**src/rtl/ccff_chain_loader.sv**
```systemverilog
// Configuration-chain loader: accepts bitstream words over valid/ready and shifts them
// LSB-first into one ccff chain. Optional tail CRC-8 is enabled by defining CCFF_TAIL_CRC_EN.
module ccff_chain_loader #(
    parameter int WORD_W    = 8,
    parameter int CHAIN_LEN = 1024,
    parameter int CNT_W     = $clog2(CHAIN_LEN + 1)
) (
    input  logic              prog_clk,
    input  logic              prog_reset,
    input  logic              start,
    input  logic              abort,
    input  logic [WORD_W-1:0] word_data,
    input  logic              word_valid,
    output logic              word_ready,
    output logic              ccff_head,
    output logic              ccff_shift_en,
    input  logic              ccff_tail,
    output logic              busy,
    output logic              done,
    output logic [CNT_W-1:0]  bits_left
`ifdef CCFF_TAIL_CRC_EN
    ,
    output logic [7:0]        tail_crc
`endif
);

    localparam int WC_W = (WORD_W > 1) ? $clog2(WORD_W) : 1;

    typedef enum logic [1:0] {IDLE, WAIT_WORD, SHIFT, DONE} state_t;

    state_t            state, state_n;
    logic [WORD_W-1:0] shreg;
    logic [WC_W-1:0]   wcnt;
    logic              accept, take, last_bit, last_chain_bit;

    always_comb begin
        state_n        = state;
        word_ready     = 1'b0;
        ccff_shift_en  = 1'b0;
        ccff_head      = 1'b0;
        accept         = 1'b0;
        take           = 1'b0;
        last_bit       = (wcnt == WC_W'(WORD_W - 1));
        last_chain_bit = (bits_left <= CNT_W'(1));
        unique case (state)
            IDLE: begin
                if (start && !abort) begin
                    accept  = 1'b1;
                    state_n = WAIT_WORD;
                end
            end
            WAIT_WORD: begin
                word_ready = 1'b1;
                if (abort) begin
                    state_n = IDLE;
                end else if (word_valid) begin
                    take    = 1'b1;
                    state_n = SHIFT;
                end
            end
            SHIFT: begin
                ccff_shift_en = 1'b1;
                ccff_head     = shreg[0];
                if (abort)
                    state_n = IDLE;
                else if (last_chain_bit)
                    state_n = DONE;
                else if (last_bit)
                    state_n = WAIT_WORD;
            end
            DONE: state_n = IDLE;
            default: state_n = IDLE;
        endcase
    end

    // The shift still counts on an abort cycle: ccff_shift_en was already high, so the chain moved.
    always_ff @(posedge prog_clk or posedge prog_reset) begin
        if (prog_reset) begin
            state     <= IDLE;
            shreg     <= '0;
            wcnt      <= '0;
            bits_left <= '0;
            busy      <= 1'b0;
            done      <= 1'b0;
        end else begin
            state <= state_n;
            if (accept) begin
                bits_left <= CNT_W'(CHAIN_LEN);
                done      <= 1'b0;
                busy      <= 1'b1;
            end
            if (take) begin
                shreg <= word_data;
                wcnt  <= '0;
            end
            if (state == SHIFT) begin
                shreg <= shreg >> 1;
                wcnt  <= wcnt + 1'b1;
                if (bits_left != '0)
                    bits_left <= bits_left - 1'b1;
            end
            if (state == SHIFT && state_n == DONE) begin
                done <= 1'b1;
                busy <= 1'b0;
            end
            if (abort && state != IDLE)
                busy <= 1'b0;
        end
    end

`ifdef CCFF_TAIL_CRC_EN
    // CRC-8, polynomial 0x07, MSB-first over the bits leaving the chain.
    always_ff @(posedge prog_clk or posedge prog_reset) begin
        if (prog_reset)
            tail_crc <= '0;
        else if (accept)
            tail_crc <= '0;
        else if (ccff_shift_en)
            tail_crc <= {tail_crc[6:0], 1'b0} ^ ({8{tail_crc[7] ^ ccff_tail}} & 8'h07);
    end
`else
    logic unused_tail;
    assign unused_tail = ccff_tail;
`endif

endmodule

```
**config.mk**
```make
export PLATFORM = sky130hd
export DESIGN_NAME = ccff_chain_loader
export DESIGN_NICKNAME = d
export VERILOG_FILES = /design/src/rtl/ccff_chain_loader.sv
export SDC_FILE = /design/constraint.sdc
export NUM_CORES = 1
export LEC_CHECK = 0
export BUFFER_PORTS_ARGS = -buffer_cell sky130_fd_sc_hd__buf_4
export CAP_MARGIN = 10
export CORE_UTILIZATION = 50
export DETAILED_ROUTE_END_ITERATION = 12
export GPL_TIMING_DRIVEN = 1
export HOLD_SLACK_MARGIN = 0.06
export PLACE_DENSITY = 0.82
export SETUP_SLACK_MARGIN = 0.4
export SLEW_MARGIN = 20
export SYNTH_ARGS = -nofsm -noshare
export SYNTH_HDL_FRONTEND = slang
export SYNTH_SLANG_ARGS = --single-unit
```
**constraint.sdc**
```tcl
create_clock -name prog_clk -period 2.64 [get_ports prog_clk]
set_clock_uncertainty 0.15 [all_clocks]
set_input_delay 0.528 -clock prog_clk [delete_from_list [all_inputs] [get_ports prog_clk]]
set_output_delay 0.528 -clock prog_clk [all_outputs]
set_load 0.05 [all_outputs]
```
## After elaboration in Yosys (flattened, before gate mapping)

Index checks and enable logic that the tools add are counted.

| cells by class | value |
|---|---|
| $lt $le $gt $ge | 1 |
| $mul | 0 |
| shift operators | 0 |
| equal/unequal tests | 5 |
| add/subtract/negate cells | 2 |
| bitwise operators | 0 |
| mux-type cells | 27 |
| reduce and logical (&&, ||, !) cells | 10 |
| div/mod/pow operators | 0 |

Operators by type and width:

| cell | number |
|---|---|
| two-way mux 11 bit | 3 |
| two-way mux 8 bit | 2 |
| two-way mux 1 bit | 13 |
| two-way mux 2 bit | 6 |
| <= comparator 11 x 1 -> 1 bit, second input constant | 1 |
| nonzero test 11 bit | 1 |
| subtractor 11 x 1 -> 11 bit, second input constant | 1 |
| case mux 2 bit (4 select lines) | 1 |
| equality test 2 bit, second input constant | 3 |
| two-way mux 3 bit | 2 |
| nonzero test 2 bit | 3 |
| adder 3 x 1 -> 3 bit, second input constant | 1 |
| equality test 3 bit, second input constant | 1 |
| logical AND 1 bit | 3 |
| nonzero test 3 bit | 1 |
| equality test 2 x 1 -> 1 bit, second input constant | 1 |
| logical NOT 2 bit | 1 |
| logical NOT 1 bit | 1 |

| storage, ports and cells | value |
|---|---|
| flip-flop bits (word level) | 26 |
| input port bits | 14 |
| latch bits | 0 |
| bits in read-only memories | 0 |
| output and inout port bits | 16 |
| memory bits (writable) | 0 |
| memories kept | 0 |
| word-level logic and storage cells | 51 |

## Depth between registers and ports, before layout

| logic depth | value |
|---|---|
| word-level depth | 9 |
| gate-level depth with buffers | 7 |
| mapped depth without buffers | 6 |

## Worst setup path before layout

Ideal clock, no wire load.

| timing path | value |
|---|---|
| path kind | flip-flop to flip-flop |
| start point | reg bits_left[0] |
| end point | reg bits_left[4] |
| setup time | 0.086 ns |
| path slack | 0.377 ns |
| stages on the path, launching flop included | 8 |
| data arrival time | 2.028 ns |
| cells stage by stage | dfrtp_1 > inv_1 > ha_1 > nor4b_1 > a31o_2 > buf_4 > nor4_1 > mux2i_1 |

| between the ends | value |
|---|---|
| word-level cells in the longest chain between the ends | 3 |
| elaborated cells between the ends (all ways) | 4 |
| classes of those cells | 1 x add/sub; 2 x mux; 1 x reduce/logical |

RTL lines:

| what | RTL line | source |
|---|---|---|
| from (decl) | 20 | `output logic [CNT_W-1:0] bits_left` |
| from (signal assigned) | 88 | `bits_left <= CNT_W'(CHAIN_LEN);` |
| from (signal assigned) | 100 | `bits_left <= bits_left - 1'b1;` |
| subtractor 11 x 1 -> 11 bit / nonzero test 11 bit (equally long branches) | 100, 99 |  |
| two-way mux 11 bit (*) | 99 | `if (bits_left != '0)` |
| two-way mux 11 bit (*) | 96 | `if (state == SHIFT) begin` |

Mark *: on every way between the ends. The rest lies on a longest branch, timed or not.
A chain may end at the register's enable or synchronous reset.

## Worst setup path in the final report

| timing path | value |
|---|---|
| start point | reg state[1] |
| end point | out ccff_head |

| between the ends | value |
|---|---|
| word-level cells in the longest chain between the ends | 2 |

RTL lines:

| what | RTL line | source |
|---|---|---|
| from (decl) | 31 | `state_t state, state_n;` |
| from (signal assigned) | 86 | `state <= state_n;` |
| equality test 2 bit | 45 | `unique case (state)` |
| two-way mux 1 bit | 45 |  |
| to (decl) | 15 | `output logic ccff_head,` |

No other way between the ends.

==> impl_metrics.yaml <==
pwr:
  ir_drop_mv: 0.8324
  p_leak_nw: 0.7672
  powerDensity_nw_per_um2: 1087
  power_mw: 1.847
sta:
  finalCriticalPeriod_ns: 2.199
  relSlewSlack_pct: 71.02
  tightest_slew_ns: 0.4335
  setup_ws_ns: 0.4409
  setup_viol: 0
  hold_viol: 0
  fin_setup_tns_ns: 0
  post-route-period-util_pct: 83.30
  fmax_ghz: 0.4547
  rsz0062_at_grt: "true"
  slew_violations: 0
  whs_ns: 0.2557
cts:
  cts_buffers: 3
  clockRootBuffer: "clkbuf_4"
  cts_max_path_buffers: 2
  cts_tree: "done"
  clock_sink_count: 26
  path_clk_slew_ns: 0.15
  clock_latency_ns: 0.33
  cts_max_level: 1
floorplanning:
  io_pins: 30
  start_util_pct: 54.32
  dieWidth_microns: 54.35
  die_area_sq_um: 2953
  core_area_sq_um: 2522
  rows: 18
  die_h_microns: 54.35
routing:
  wl_per_cell_microns: 14.10
  drt-pass1-iter-count: 4
  wl_mm: 2.792
  vias: 1136
  viasPerCell: 5.737
  route.detailed.drc: 0
  ant_nets: 0
  drt_iter0_markers: 25
setup_path:
  criticalPathCategory: "reg2out"
  cp.arrival_ns: 1.52
  crit_fanout: 10
  end_kind: "output pin"
  start_kind: "register"
  required_ns: 1.96
run_status:
  status: "completed"
yosys:
  ys_types: 37
  synth_seq_area_share_pct: 47.49
  syn_area_sq_um: 1370
  ys_ff_latch: 26
  avgSynthCellArea_sq_um: 10.00
  syn_inst: 137
  synth_nets: 156
  yosysWarnings: 0
layout:
  fillers: 201
  seqCellArea_sq_um: 653.1
  layout-drive-gt1-share_pct: 28.57
  area_delta_synth_final_pct: 24.02
  nets: 188
  num_antenna_cells: 0
  multiInputGateArea_sq_um: 679.4
placement:
  dp_slack_ns: 0.5621
  port_buffers: 28
  hpwl_mm: 2.090
  gp_congestion: 0.8031
grt:
  grt_pass1_vias: 1086
  grtUsageTotal_pct: 22.47
  grt_pass1_wl_mm: 4.685
  antenna_found_initial: 0
  grt_max_degree: 18
  grt_overflow: 0
job:
  cap_violations: 0
min_path:
  hold_class: "in2reg"
## routing by layer
metal	global-route usage (%)	wire [microns]
met2	39.63	1444
met4	11.11	72
met3	3.056	92
met1	26.50	1183
met5	0	0
## sequential cells by signal, indices dropped and copies added, names as in the netlist
name and flops:
done 1, wcnt 3, busy 1, bits_left 11, state 2, shreg 8
## cell usage after synthesis, drive strengths merged
| master | count | area share [%] |
|---|---|---|
| clkbuf | 2 | 0.55 |
| nor4b | 1 | 0.64 |
| buf | 3 | 1.2 |
| mux2i | 10 | 7.3 |
| ha | 5 | 4.6 |
| o41ai | 2 | 1.3 |
| a21oi | 1 | 0.36 |
| or4b | 1 | 1.0 |
| and3 | 1 | 0.46 |
| o211ai | 3 | 1.6 |
| nor3 | 1 | 0.36 |
| inv | 7 | 1.9 |
| o311ai | 2 | 1.3 |
| a22o | 1 | 0.64 |
| nand2b | 1 | 0.46 |
| o2111ai | 1 | 0.64 |
| and2 | 2 | 0.91 |
| nor2 | 4 | 1.1 |
| a21o | 1 | 0.55 |
| dfrtp | 26 | 47 |
| and4bb | 1 | 1.2 |
| a31o | 1 | 0.64 |
| and2b | 1 | 0.64 |
| or3 | 5 | 2.6 |
| or4 | 2 | 1.4 |
| o21ai | 15 | 5.5 |
| nor4 | 3 | 2.5 |
| o31ai | 2 | 1.5 |
| nand3 | 11 | 4.0 |
| clkinv | 1 | 0.27 |
| nand2 | 20 | 5.5 |
## worst max-delay path: stages, from the launching register on
cell and delay [ns]:
dfrtp_1 0.49, nand2b_4 0.18, clkinvlp_4 0.16, and2_1 0.18
buf_4 0.18
## cells in the final DEF (no fill, tap or decap), types with 3 or more instances in the layout
cell type	count
o211ai_1	3
clkbuf_4	3
buf_4	31
mux2i_1	10
or3_1	4
nand3_1	11
dfrtp_1	24
o21ai_0	15
nand2_1	20
inv_1	7
ha_1	5
nor2_1	4
## area by class of cell
cell class              count  share of cell area (%)
clock inverters             1                   1.767
inverters                   8                   1.988
clock buffers               3                   1.325
well taps                  30                   2.209
repair buffers             32                   14.29
flip-flops and latches     26                   38.44
multi-input cells          98                   39.99
## timing repair
action | in CTS | in global routing
setup endpoints to repair | 2 | 8
pin swaps | 0 | 0
resized for setup | 2 | 2
endpoints found under the hold margin | 9 | 0
setup buffers | 1 | 0
hold buffers | 1 | 0
## logic make-up after synthesis
logic type / Yosys count / synth area share (%)
adder cells (fa/ha/maj): 5 / 4.566
AND/OR/NAND/NOR: 54 / 22.74
flip-flops: 26 / 47.49
multiplexers: 10 / 7.306
buffers and inverters: 13 / 3.927
AO/OA/AOI/OAI: 29 / 13.97
## power by group
group / internal [mW] / leakage (nW) / switching [mW]
sequential: 0.549 / 0.331 / 0.173
clock: 0.154 / 0.0279 / 0.125
combinational: 0.304 / 0.409 / 0.543
## final timing paths
| kind | start | to | slack, ns | cells past startpoint |
|---|---|---|---|---|
| setup / recovery | state[1] | ccff_head | 0.44 | 4 |
| hold / removal | word_data[7] | shreg[7] | 0.26 | 3 |
| setup reg to reg | state[0] | bits_left[7] | 0.58 | 5 |
| hold reg to reg | done | done | 0.35 | 2 |
| max in group asynchronous | prog_reset | bits_left[1] | 1.22 | 4 |
| min in group asynchronous | prog_reset | shreg[4] | 0.55 | 3 |
## through the flow
stage / utilization [%] / cell area (sq um) / cells
2_1_floorplan: - / 1373 / 137
3_3_place_gp: 63.89 / 1612 / 192
3_5_place_dp: 63.89 / 1612 / 192
4_1_cts: 66.96 / 1689 / 198
5_1_grt: 67.36 / 1699 / 198
6_report: 67.36 / 1699 / 198
Note: power is estimated with default switching activity, not from simulation.
